## config.mk

```make
export PLATFORM = sky130hd
export DESIGN_NAME = p05_debounce_cell
export DESIGN_NICKNAME = d
export VERILOG_FILES = /design/src/rtl/p05_debounce_cell.sv
export SDC_FILE = /design/constraint.sdc
export NUM_CORES = 1
export LEC_CHECK = 0
export ABC_AREA = 1
export CORE_MARGIN = 2
export CORE_UTILIZATION = 55
export DETAILED_ROUTE_END_ITERATION = 10
export GPL_TIMING_DRIVEN = 1
export MAX_ROUTING_LAYER = met4
export PLACE_DENSITY_LB_ADDON = 0.3
export SLEW_MARGIN = 40
export SYNTH_ARGS = -nofsm -noshare
export SYNTH_HDL_FRONTEND = slang
export SYNTH_SLANG_ARGS = --single-unit
```

## constraint.sdc

```tcl
create_clock -name clk -period 2.8 [get_ports clk]
set_input_delay 0.28 -clock clk [delete_from_list [all_inputs] [get_ports clk]]
set_output_delay 0.28 -clock clk [all_outputs]
set_load 0.005 [all_outputs]
```

## src/rtl/p05_debounce_cell.sv

```systemverilog
// Per-bit synchroniser + debouncer producing clean levels and one-cycle rise/fall strobes.
// Optional toggle output (push-button on/off) is enabled with `define P05_DEBOUNCE_TOGGLE_EN.
module p05_debounce_cell #(
  parameter int WIDTH         = 8,
  parameter int SYNC_STAGES   = 2,
  parameter int STABLE_CYCLES = 16
) (
  input  logic             clk,
  input  logic             r,
  input  logic [WIDTH-1:0] in,
  output logic [WIDTH-1:0] out,
  output logic [WIDTH-1:0] rise,
  output logic [WIDTH-1:0] fall
`ifdef P05_DEBOUNCE_TOGGLE_EN
  ,
  output logic [WIDTH-1:0] toggle
`endif
);

  localparam int            CW       = $clog2(STABLE_CYCLES + 1);
  localparam logic [CW-1:0] CNT_LAST = CW'(STABLE_CYCLES - 1);
  localparam logic [CW-1:0] CNT_ONE  = CW'(1);

  // sync_q[0] samples the pin; sync_q[SYNC_STAGES-1] is the settled value.
  logic [SYNC_STAGES-1:0][WIDTH-1:0] sync_q, sync_d;
  logic [WIDTH-1:0][CW-1:0]          cnt_q, cnt_d;
  logic [WIDTH-1:0]                  out_q, out_d;
  logic [WIDTH-1:0]                  rise_q, rise_d;
  logic [WIDTH-1:0]                  fall_q, fall_d;
  logic [WIDTH-1:0]                  sync_last;

  assign sync_last = sync_q[SYNC_STAGES-1];

  always_comb begin
    sync_d = {sync_q[SYNC_STAGES-2:0], in};
    cnt_d  = cnt_q;
    out_d  = out_q;
    rise_d = '0;
    fall_d = '0;
    for (int i = 0; i < WIDTH; i++) begin
      if (sync_last[i] == out_q[i]) begin
        cnt_d[i] = '0;
      end else if (cnt_q[i] == CNT_LAST) begin
        // Mismatch has persisted long enough: commit the new level.
        out_d[i]  = sync_last[i];
        cnt_d[i]  = '0;
        rise_d[i] = sync_last[i];
        fall_d[i] = ~sync_last[i];
      end else begin
        cnt_d[i] = cnt_q[i] + CNT_ONE;
      end
    end
  end

  always_ff @(posedge clk or posedge r) begin
    if (r) begin
      sync_q <= '0;
      cnt_q  <= '0;
      out_q  <= '0;
      rise_q <= '0;
      fall_q <= '0;
    end else begin
      sync_q <= sync_d;
      cnt_q  <= cnt_d;
      out_q  <= out_d;
      rise_q <= rise_d;
      fall_q <= fall_d;
    end
  end

  assign out  = out_q;
  assign rise = rise_q;
  assign fall = fall_q;

`ifdef P05_DEBOUNCE_TOGGLE_EN
  logic [WIDTH-1:0] toggle_q, toggle_d;

  // Flips the cycle after each rise strobe; fall strobes are ignored.
  always_comb begin
    toggle_d = toggle_q ^ rise_q;
  end

  always_ff @(posedge clk or posedge r) begin
    if (r) begin
      toggle_q <= '0;
    end else begin
      toggle_q <= toggle_d;
    end
  end

  assign toggle = toggle_q;
`endif

endmodule
```

Word level (Yosys, flattened, before mapping) --
Cells that the tools add are included.
Word-level totals: output and inout bits 24, logic and storage cells 116, register bits 80, bits of input ports 10
Operators by class: $add $sub $neg 8, bitwise logic cells 16, reductions and logical operators 8, equal/unequal tests 16, mux-type cells 48
Operator list (number):
- $mux 5 | 16
- $add 5x1->5 const B | 8
- $eq 5x4->1 const B | 8
- $mux 1 | 32
- $not 1->1 | 16
- $reduce_and 2->1 | 8
- $eq 1x1->1 | 8

Depth between registers and ports, before layout --
word-level depth 3, depth in mapped cells 5, mapped depth without buffers 5

Worst setup path before layout --
OpenSTA, ideal clock, no wires.
kind reg2reg, start register cnt_q[0] in the netlist's numbering, end register cnt_q[3] in the netlist's numbering, setup slack 1.814 ns, period minus slack after synthesis 0.986 ns, path buffers 0, data required time 2.729 ns, data arrival time 0.914 ns, cell stages (with the launch flop) 5, setup time 0.071 ns, cell sequence dfrtp_1 > ha_1 > nand4_2 > nand2_1 > nor2_1
RTL lines:
- from (decl) | line 26 | logic [WIDTH-1:0][CW-1:0] cnt_q, cnt_d;
- from (signal assigned) | line 64 | cnt_q <= cnt_d;

Final worst setup path --
start register out_q[6], in the netlist out[6], end output out[6]
RTL lines:
- from (decl) | line 27 | logic [WIDTH-1:0] out_q, out_d;
- from (signal assigned) | line 65 | out_q <= out_d;
- to (decl) | line 11 | output logic [WIDTH-1:0] out,
No word-level cell between the ends.

==> impl_metrics.yaml <==
floorplanning:
  width_of_the_die_um: 79.6
  die_h_um: 79.6
  placement_rows: 27
  start_util_pct: 57.1
  ios: 34
  overall_die_area_um2: 6340
  core_region_area_um2: 5510
drt:
  routed-wl-met2_mm: 2.18
  route.vias.total: 2091
  wl_per_cell_um: 10.4
  dr_wl_met3_um: 240
  vias_per_cell: 4.72
  top_layer_used: "met4"
  drcViolationCount: 0
  detailedRoute.firstPassIterationCount: 4
  detail-route-antenna-nets: 0
  drt_first_iter_violations: 83
  wirelength_met1_mm: 2.15
  drt-total-wl_mm: 4.63
critical_path:
  worstSetupPathType: "flip-flop to primary output"
  cp.buffers_inverters: 1
  slowest_stage: "sky130_fd_sc_hd__clkdlybuf4s50_1"
  crit_path_cell_trace: "clkdlybuf4s50_1"
  timing.critical_path.required_ns: 2.52
  max_stage_delay_ns: 0.53
  critical_path_arrival_ns: 1.29
  worstPathMaxFanout: 5
  critPathTopFamily: "buffers and inverters"
  start_kind: "flip-flop"
  cp-end-kind: "primary output"
clock_network:
  clock-sinks: 80
  cts_tree: "yes"
  post_cts_buffers: 0
  clock_insertion_delay_worst_skew_ns: 0.34
  postCtsResizedCells: 0
  numCtsBuffers: 9
  cts-htree-levels: 3
  postCtsHoldBufs: 0
  root_buffer_cell: "sky130_fd_sc_hd__clkbuf_8"
  ctsLongestPathBuffers: 2
  clkSlewWorstSetupHoldPaths_ns: 0.08
timing:
  rsz0062_at_grt: "false"
  final_period_minus_worst_setup_slack_ns: 1.57
  slew_headroom_pct: 56.1
  setup_clock_skew_after_layout_ns: 0.00470
  report.final.slew_viol_count: 0
  setup_violations: 0
  setup_total_negative_slack_ns: 0
  tightestPinTransition_ns: 0.658
  final-hold-violation-count: 0
  period_share_pct: 56.2
  fmax_ghz: 0.636
finish:
  syn_to_final_growth_pct: 22.6
  num_antenna_cells: 0
  share_of_post_route_cells_with_drive_strength_above_1_pct: 9.97
  fillers: 399
  layout.core_utilization_pct: 70.0
  layout.nets: 384
run:
  cap_violations: 0
pwr:
  peakVddDrop_v: 0.000490
  p_leak_nw: 1.95
  powerDensity_nw_per_um2: 634
logic_synthesis:
  post_synth_inst_count: 321
  syn-num-nets: 339
  yosysSeqAreaShare_pct: 63.6
  yosys.area.top_type: "sky130_fd_sc_hd__dfrtp_1"
  ys_ff_latch: 80
  yosys_warnings: 0
  top_cell_type_s_share_of_synthesized_area_pct: 63.6
  syn_avg_cell_area_um2: 9.80
  syn-cell-area_um2: 3150
  netlist-cell-type-count: 12
  synth_top_cells_by_area: "sky130_fd_sc_hd__dfrtp_1, sky130_fd_sc_hd__nand2_1, sky130_fd_sc_hd__nor2_1, sky130_fd_sc_hd__inv_1, sky130_fd_sc_hd__ha_1"
status:
  run_status: "complete, no violations"
place:
  gp_congestion: 0.796
  dp_hpwl_mm: 3.29
  io_buffers: 33
worst_hold_path:
  min-delay-path-class: "primary input to asynchronous set/reset pin"
global_routing:
  vias_in_the_first_global_route: 1955
  grt_pass1_wl_mm: 8.19
  grt_max_degree: 43
  groute.usage.overall_pct: 17.6
  antenna_found_initial: 0
  grt_overflow: 0
==> registers in the layout, summed over array words and instances, names as in the netlist <==
name       cells
cnt_q         40
sync_d         8
out            8
fall           8
sync_last      8
rise           8
==> through the flow <==
stage,instance area (um2),cells,hold slack [ns],setup slack (ns),power [mW]
floorplan,3150,321,0.311,0.468,1.33
global placement,3590,427,0.331,1.43,1.36
detailed placement,3590,427,0.336,1.43,1.37
CTS,3850,443,0.346,1.20,2.47
global route,3850,443,0.345,1.13,2.55
finish,3850,443,0.329,1.23,2.44
==> cells by family after synthesis <==
logic type / synth area share (%)
xor+xnor: 2.23
fa+ha+maj: 3.18
buf+inv: 5.85
flops: 63.6
simple gates: 25.1
==> final cells by class <==
class                   count  area (um2)  area share, %
flip-flops and latches     80        2000           51.9
well taps                  72        90.1           2.34
clock inverters             6         130           3.38
multi-input cells         192         960           24.9
inverters                  49         185           4.80
repair buffers             34         350           9.09
clock buffers              10         138           3.57
==> synth_stat cells, drive strengths merged <==
master  count
inv        49
nor2       64
ha          8
nand4      16
nand2      80
xnor2       8
nand3      16
dfrtp      80
==> power by group <==
group	total (mW)	internal (mW)	switching, mW
logic	0.110	0.0470	0.0630
registers	1.23	1.19	0.0366
clock network	1.10	0.703	0.398
total	2.44	1.94	0.498
==> metal layers <==
| layer | global-route usage (%) | vias to the layer above |
|---|---|---|
| li1 | - | 1073 |
| met1 | 21.5 | 966 |
| met2 | 26.7 | 44 |
| met3 | 7.13 | 8 |
| met4 | 6.38 | 0 |
| met5 | - | - |
==> cells in the final DEF, fill, tap and decap left out, drive strengths merged <==
cell,n
buf,1
bufinv,4
clkbuf,10
clkdlybuf4s50,33
clkinv,3
dfrtp,80
ha,8
inv,48
nand2,80
nand3,16
nand4,16
nor2,64
xnor2,8
==> worst paths after layout <==
| check | from | cells past startpoint | end | slack (ns) |
|---|---|---|---|---|
| max | out[6]$_DFFE_PP0P_ | 1 | out[6] | 1.23 |
| max in group asynchronous | r | 3 | cnt_q[4]$_DFF_PP0_ | 1.84 |
| min | r | 2 | out[6]$_DFFE_PP0P_ | 0.33 |
| min in group clk | sync_d[10]$_DFF_PP0_ | 0 | sync_last[2]$_DFF_PP0_ | 0.35 |
| min reg2reg | sync_d[10]$_DFF_PP0_ | 0 | sync_last[2]$_DFF_PP0_ | 0.35 |
| max reg2reg | cnt_q[30]$_DFF_PP0_ | 4 | cnt_q[33]$_DFF_PP0_ | 1.66 |
Power figures use the tool's default switching activity.
